[config.mk]
export PLATFORM = sky130hd
export DESIGN_NAME = paral_serial
export DESIGN_NICKNAME = d
export VERILOG_FILES = /design/src/rtl/paral_serial_pkg.sv /design/src/rtl/fifo_2x8.sv /design/src/rtl/paral_serial.sv
export SDC_FILE = /design/constraint.sdc
export NUM_CORES = 1
export LEC_CHECK = 0
export BUFFER_PORTS_ARGS = -buffer_cell sky130_fd_sc_hd__buf_4
export CAP_MARGIN = 20
export CELL_PAD_IN_SITES_DETAIL_PLACEMENT = 1
export CELL_PAD_IN_SITES_GLOBAL_PLACEMENT = 1
export CORE_ASPECT_RATIO = 2
export CORE_MARGIN = 4
export CORE_UTILIZATION = 41
export DETAILED_ROUTE_END_ITERATION = 10
export PLACE_DENSITY_LB_ADDON = 0.1
export SKIP_CTS_REPAIR_TIMING = 1
export SKIP_LAST_GASP = 1
export SYNTH_ARGS = -nofsm -noshare
export SYNTH_HDL_FRONTEND = slang
export SYNTH_SLANG_ARGS = --single-unit
[constraint.sdc]
create_clock -name clk8f -period 2.7 [get_ports clk8f]
set_input_delay 0.54 -clock clk8f [delete_from_list [all_inputs] [get_ports clk8f]]
set_output_delay 0.54 -clock clk8f [all_outputs]
set_load 0.05 [all_outputs]
[src/rtl/paral_serial_pkg.sv]
// Shared constants and state encoding for the clk8f parallel-to-serial transmitter.
package paral_serial_pkg;

    localparam logic [7:0]  IDLE_WORD_DEF = 8'hBC;  // K28.5 comma
    localparam int unsigned BIT_CNT_W     = 3;

    typedef enum logic {
        SYNC   = 1'b0,
        ACTIVE = 1'b1
    } state_t;

endpackage

[src/rtl/fifo_2x8.sv]
// Two-entry, 8-bit FIFO. head always presents the oldest word.
module fifo_2x8 (
    input  logic       clk8f,
    input  logic       reset,
    input  logic       push,
    input  logic       pop,
    input  logic [7:0] din,
    output logic [7:0] head,
    output logic [1:0] count
);

    logic [7:0] mem0;
    logic [7:0] mem1;
    logic       do_pop;

    assign head   = mem0;
    assign do_pop = pop && (count != 2'd0);

    always_ff @(posedge clk8f) begin
        if (reset) begin
            mem0  <= '0;
            mem1  <= '0;
            count <= '0;
        end else begin
            if (push && do_pop) begin
                // Push alongside a pop only reaches here with one entry, so the new word becomes head.
                mem0 <= din;
            end else if (do_pop) begin
                mem0  <= mem1;
                count <= count - 2'd1;
            end else if (push) begin
                if (count == 2'd0) begin
                    mem0 <= din;
                end else begin
                    mem1 <= din;
                end
                count <= count + 2'd1;
            end
        end
    end

endmodule

[src/rtl/paral_serial.sv]
// Serializes buffered 8-bit words MSB first, one bit per clk8f; idle words fill sync and gaps.
module paral_serial
    import paral_serial_pkg::*;
#(
    parameter logic [7:0]  IDLE_WORD  = IDLE_WORD_DEF,
    parameter int unsigned SYNC_WORDS = 4
) (
    input  logic       clk8f,
    input  logic       reset,
    input  logic [7:0] data_in,
    input  logic       valid_in,
    output logic       ready_out,
    output logic       data_out,
    output logic       frame_start,
    output logic       is_data,
    output logic       sync_done
);

    localparam logic [3:0] SYNC_LAST = 4'(SYNC_WORDS);

    state_t               state;
    state_t               state_next;
    logic [BIT_CNT_W-1:0] bit_cnt;
    logic [3:0]           sync_cnt;
    logic [3:0]           sync_cnt_next;
    logic [6:0]           shreg;
    logic [7:0]           fifo_head;
    logic [1:0]           fifo_count;
    logic [7:0]           load_word;
    logic                 boundary;
    logic                 go_active;
    logic                 push;
    logic                 pop;

    fifo_2x8 u_fifo (
        .clk8f (clk8f),
        .reset (reset),
        .push  (push),
        .pop   (pop),
        .din   (data_in),
        .head  (fifo_head),
        .count (fifo_count)
    );

    assign ready_out = !reset && (fifo_count < 2'd2);
    assign sync_done = (state == ACTIVE);

    always_comb begin
        state_next    = state;
        sync_cnt_next = sync_cnt;
        boundary      = (bit_cnt == '0);
        go_active     = (state == SYNC) && boundary && (sync_cnt == SYNC_LAST);
        push          = valid_in && ready_out;
        // The boundary that ends sync may already carry data.
        pop           = boundary && ((state == ACTIVE) || go_active) && (fifo_count != 2'd0);
        load_word     = pop ? fifo_head : IDLE_WORD;
        if (go_active) begin
            state_next = ACTIVE;
        end else if ((state == SYNC) && boundary) begin
            sync_cnt_next = sync_cnt + 4'd1;
        end
    end

    always_ff @(posedge clk8f) begin
        if (reset) begin
            state       <= SYNC;
            bit_cnt     <= '0;
            sync_cnt    <= '0;
            shreg       <= '0;
            data_out    <= 1'b0;
            frame_start <= 1'b0;
            is_data     <= 1'b0;
        end else begin
            state    <= state_next;
            sync_cnt <= sync_cnt_next;
            bit_cnt  <= bit_cnt + BIT_CNT_W'(1);
            if (boundary) begin
                data_out    <= load_word[7];
                shreg       <= load_word[6:0];
                frame_start <= 1'b1;
                is_data     <= pop;
            end else begin
                data_out    <= shreg[6];
                shreg       <= {shreg[5:0], 1'b0};
                frame_start <= 1'b0;
            end
        end
    end

endmodule

==> results.py <==
metrics = {
    "cells_and_area": {
        "syn2layout_area_growth_pct": 15.43,
        "final_common_cell": "dfxtp_1",
        "drive_gt1_share_pct": 19.90,
        "post-route-util_pct": 48.70,
        "antennaDiodeCount": 0,
        "final_cell_mix": "dfxtp_1, nor2_1, nor3_1, buf_4, inv_1",
        "finalNetCount": 211,
    },
    "drt": {
        "highest_layer": "met4",
        "drt_iter0_drc": 18,
        "wirelength_mm": 3.817,
        "met1_length_mm": 1.389,
        "met3_wirelength_um": 89,
        "drc": 0,
        "vias_per_cell": 5.385,
        "vias": 1330,
        "wl_per_cell_um": 15.45,
        "dr.pass1.iters": 4,
        "wl_met2_mm": 2.227,
        "antenna_left": 0,
    },
    "timing": {
        "worstMarginPinSlew_ps": 429.3,
        "finalClockSkew_ps": 6.526,
        "timing.fmax_mhz": 425.5,
        "fin_hold_ws_ps": 458.6,
        "fin_crit_sh_pct": 87.04,
        "hold_viol_final": 0,
        "finalSetupTns_ps": 0,
        "finalSetupViolations": 0,
        "drv_slew": 0,
        "rsz0062_at_grt": "false",
        "final.min_clock_period_ps": 2350,
        "slew_headroom_pct": 71.38,
    },
    "pwr": {
        "power.density_nw_per_um2": 688.7,
        "design_power_total_mw": 1.289,
        "leakagePower_nw": 0.7460,
        "peakVddDrop_v": 0.0004655,
    },
    "synthesis": {
        "ys_top_cells_by_area": "dfxtp_1, a2111oi_2, nor3_1",
        "avgSynthCellArea_um2": 8.959,
        "synth_top_area_share_pct": 44.44,
        "synth_compound_area_share_pct": 18.13,
        "synth_fa_ha_area_share_pct": 3.858,
        "synthCells": 181,
        "synth.mux.area_fraction_pct": 1.312,
        "synth-xor-area-share_pct": 2.701,
        "ys_seq_area_share_pct": 44.44,
        "synthDistinctLibCells": 36,
        "ys_ff_latch": 36,
        "syn-num-nets": 197,
        "synth_top_family_by_area": "simple AND/OR/NAND/NOR gates",
        "synth-simple-area-share_pct": 22.38,
        "ys_warn_count": 0,
        "synth_area_leader_cell": "dfxtp_1",
        "netlist_area_um2": 1622,
    },
    "setup_path": {
        "crit_slowest_cell": "ha_1",
        "cp_slowest_stage_delay_ps": 380,
        "crit_path_end_kind": "flop",
        "worst-endpoint-arrival_ps": 2510,
        "crit_required_ps": 2860,
        "start_kind": "flop",
        "critPathKind": "flop to flop",
        "crit_path_frequent_cell": "ha_1",
        "worstPathCellList": "inv_1, ha_1, and3b_1, o211ai_4, inv_2, ha_1, nand2_1, o22ai_4, a2111oi_2",
        "crit_path_max_fanout": 11,
    },
    "placed_design": {
        "routabilityCongestion": 0.7358,
        "post-dp-hpwl_mm": 2.870,
        "portBuffers": 15,
    },
    "clock_tree": {
        "cts.path.max_buffers": 2,
        "htree_levels": 2,
        "cts-buffers-inserted": 5,
        "cts_tree": "yes",
        "numClockSinks": 36,
        "clkSlewWorstSetupHoldPaths_ps": 70,
        "cts-root-buf": "clkbuf_8",
        "clk_latency_ps": 290,
    },
    "floorplan": {
        "core_um2": 3844,
        "num_rows": 32,
        "floorplan.initialDensity_pct": 42.19,
        "num_io_pins": 16,
        "dieArea_um2": 5086,
        "die_x_um": 52.47,
        "die_h_um": 96.94,
    },
    "grt": {
        "grt_use_total_pct": 17.01,
        "grt_pass1_wl_mm": 6.410,
        "antenna_found_initial": 0,
        "grt-ovfl-total": 0,
        "grt_pass1_vias": 1357,
        "grt_max_degree": 38,
    },
    "status": {
        "status": "complete, no violations",
    },
    "worst_hold_path": {
        "holdCritPathClass": "flop to flop",
    },
    "run": {
        "maxCapViolations": 0,
    },
}
[kinds of logic (layout without fill, tap and decap cells)]
family,count (synthesis),after routing
AOI/OAI and AO/OA,33,33
xor gates and xnor gates,5,5
adders and majority gates,5,5
buffers and inverters,26,41
DFF,36,36
muxes,2,2
and+or+nand+nor,74,74
[worst max-delay path: cells and delay by family, from the launching register on]
family	cells	cell delay, ps
simple gates	2	490
compound gates	3	590
buf+inv	2	250
flops	1	350
fa+ha+maj	2	530
[sequential cells by signal (all words and copies together), names as in the netlist]
register and count:
u_fifo.head 8, data_out 1, bit_cnt 3, shreg 7
is_data 1, u_fifo.count 2, frame_start 1, u_fifo.mem1 8
sync_done 1, sync_cnt 4
[path summary, 6_finish.rpt]
path,slack (ps),depth (start not counted),from,to
worst min-delay path,460,1,bit_cnt[0],bit_cnt[0]
worst min register to register,460,1,bit_cnt[0],bit_cnt[0]
worst max register to register,350,9,sync_cnt[0],u_fifo.head[6]
worst max-delay path,350,9,sync_cnt[0],u_fifo.head[6]
[cells in the mapped netlist]
cell type and n:
buf_6 1, buf_1 2, or2_1 1, and3b_1 1, nor3b_1 1, xor2_1 1
nand4b_1 1, nand2b_1 4, mux2_2 1, clkbuf_1 4, nor4_1 1, inv_1 13
o211ai_4 1, nor2_1 24, nand2_1 3, inv_2 1, nand4_1 1, and2_1 1
nor3_1 22, ha_1 5, xnor2_1 4, and3_1 1, nand3_1 10, a21oi_1 11
o21ai_0 8, a2111oi_2 8, mux2i_1 1, dfxtp_1 36, nand3b_1 1, buf_2 3
nor2b_1 2, o21ai_4 1, a31oi_1 1, buf_4 2, o22ai_4 1, a22oi_1 2
[cell type report]
class                           instances  area, um2
Clock buffer                            6      72.57
Clock inverter                          2      35.03
Fill cell                             483       1972
Inverter                               14      52.55
Multi-Input combinational cell        119      784.5
Sequential cell                        36      720.7
Tap cell                               51      63.81
Timing Repair Buffer                   19      142.6
[power breakdown]
| group | internal (mW) | switching (mW) |
|---|---|---|
| combinational | 0.0899 | 0.130 |
| clock | 0.274 | 0.187 |
| sequential | 0.577 | 0.0314 |
[metrics by stage]
| step | instances | setup WS (ps) | cell area (um2) |
|---|---|---|---|
| 2_1_floorplan | 181 | 351.3 | 1622 |
| 3_3_place_gp | 239 | 444.7 | 1764 |
| 3_5_place_dp | 239 | 352.1 | 1764 |
| 4_1_cts | 247 | 348.0 | 1872 |
| 5_1_grt | 247 | 179.6 | 1872 |
| 6_report | 247 | 350.0 | 1872 |
[routing by layer]
metal	track usage (%)	vias to the layer above
met5	0	-
met4	8.268	0
met3	3.698	9
met2	30.27	17
met1	17.66	652
li1	-	652
(Power assumes the default switching activity.)
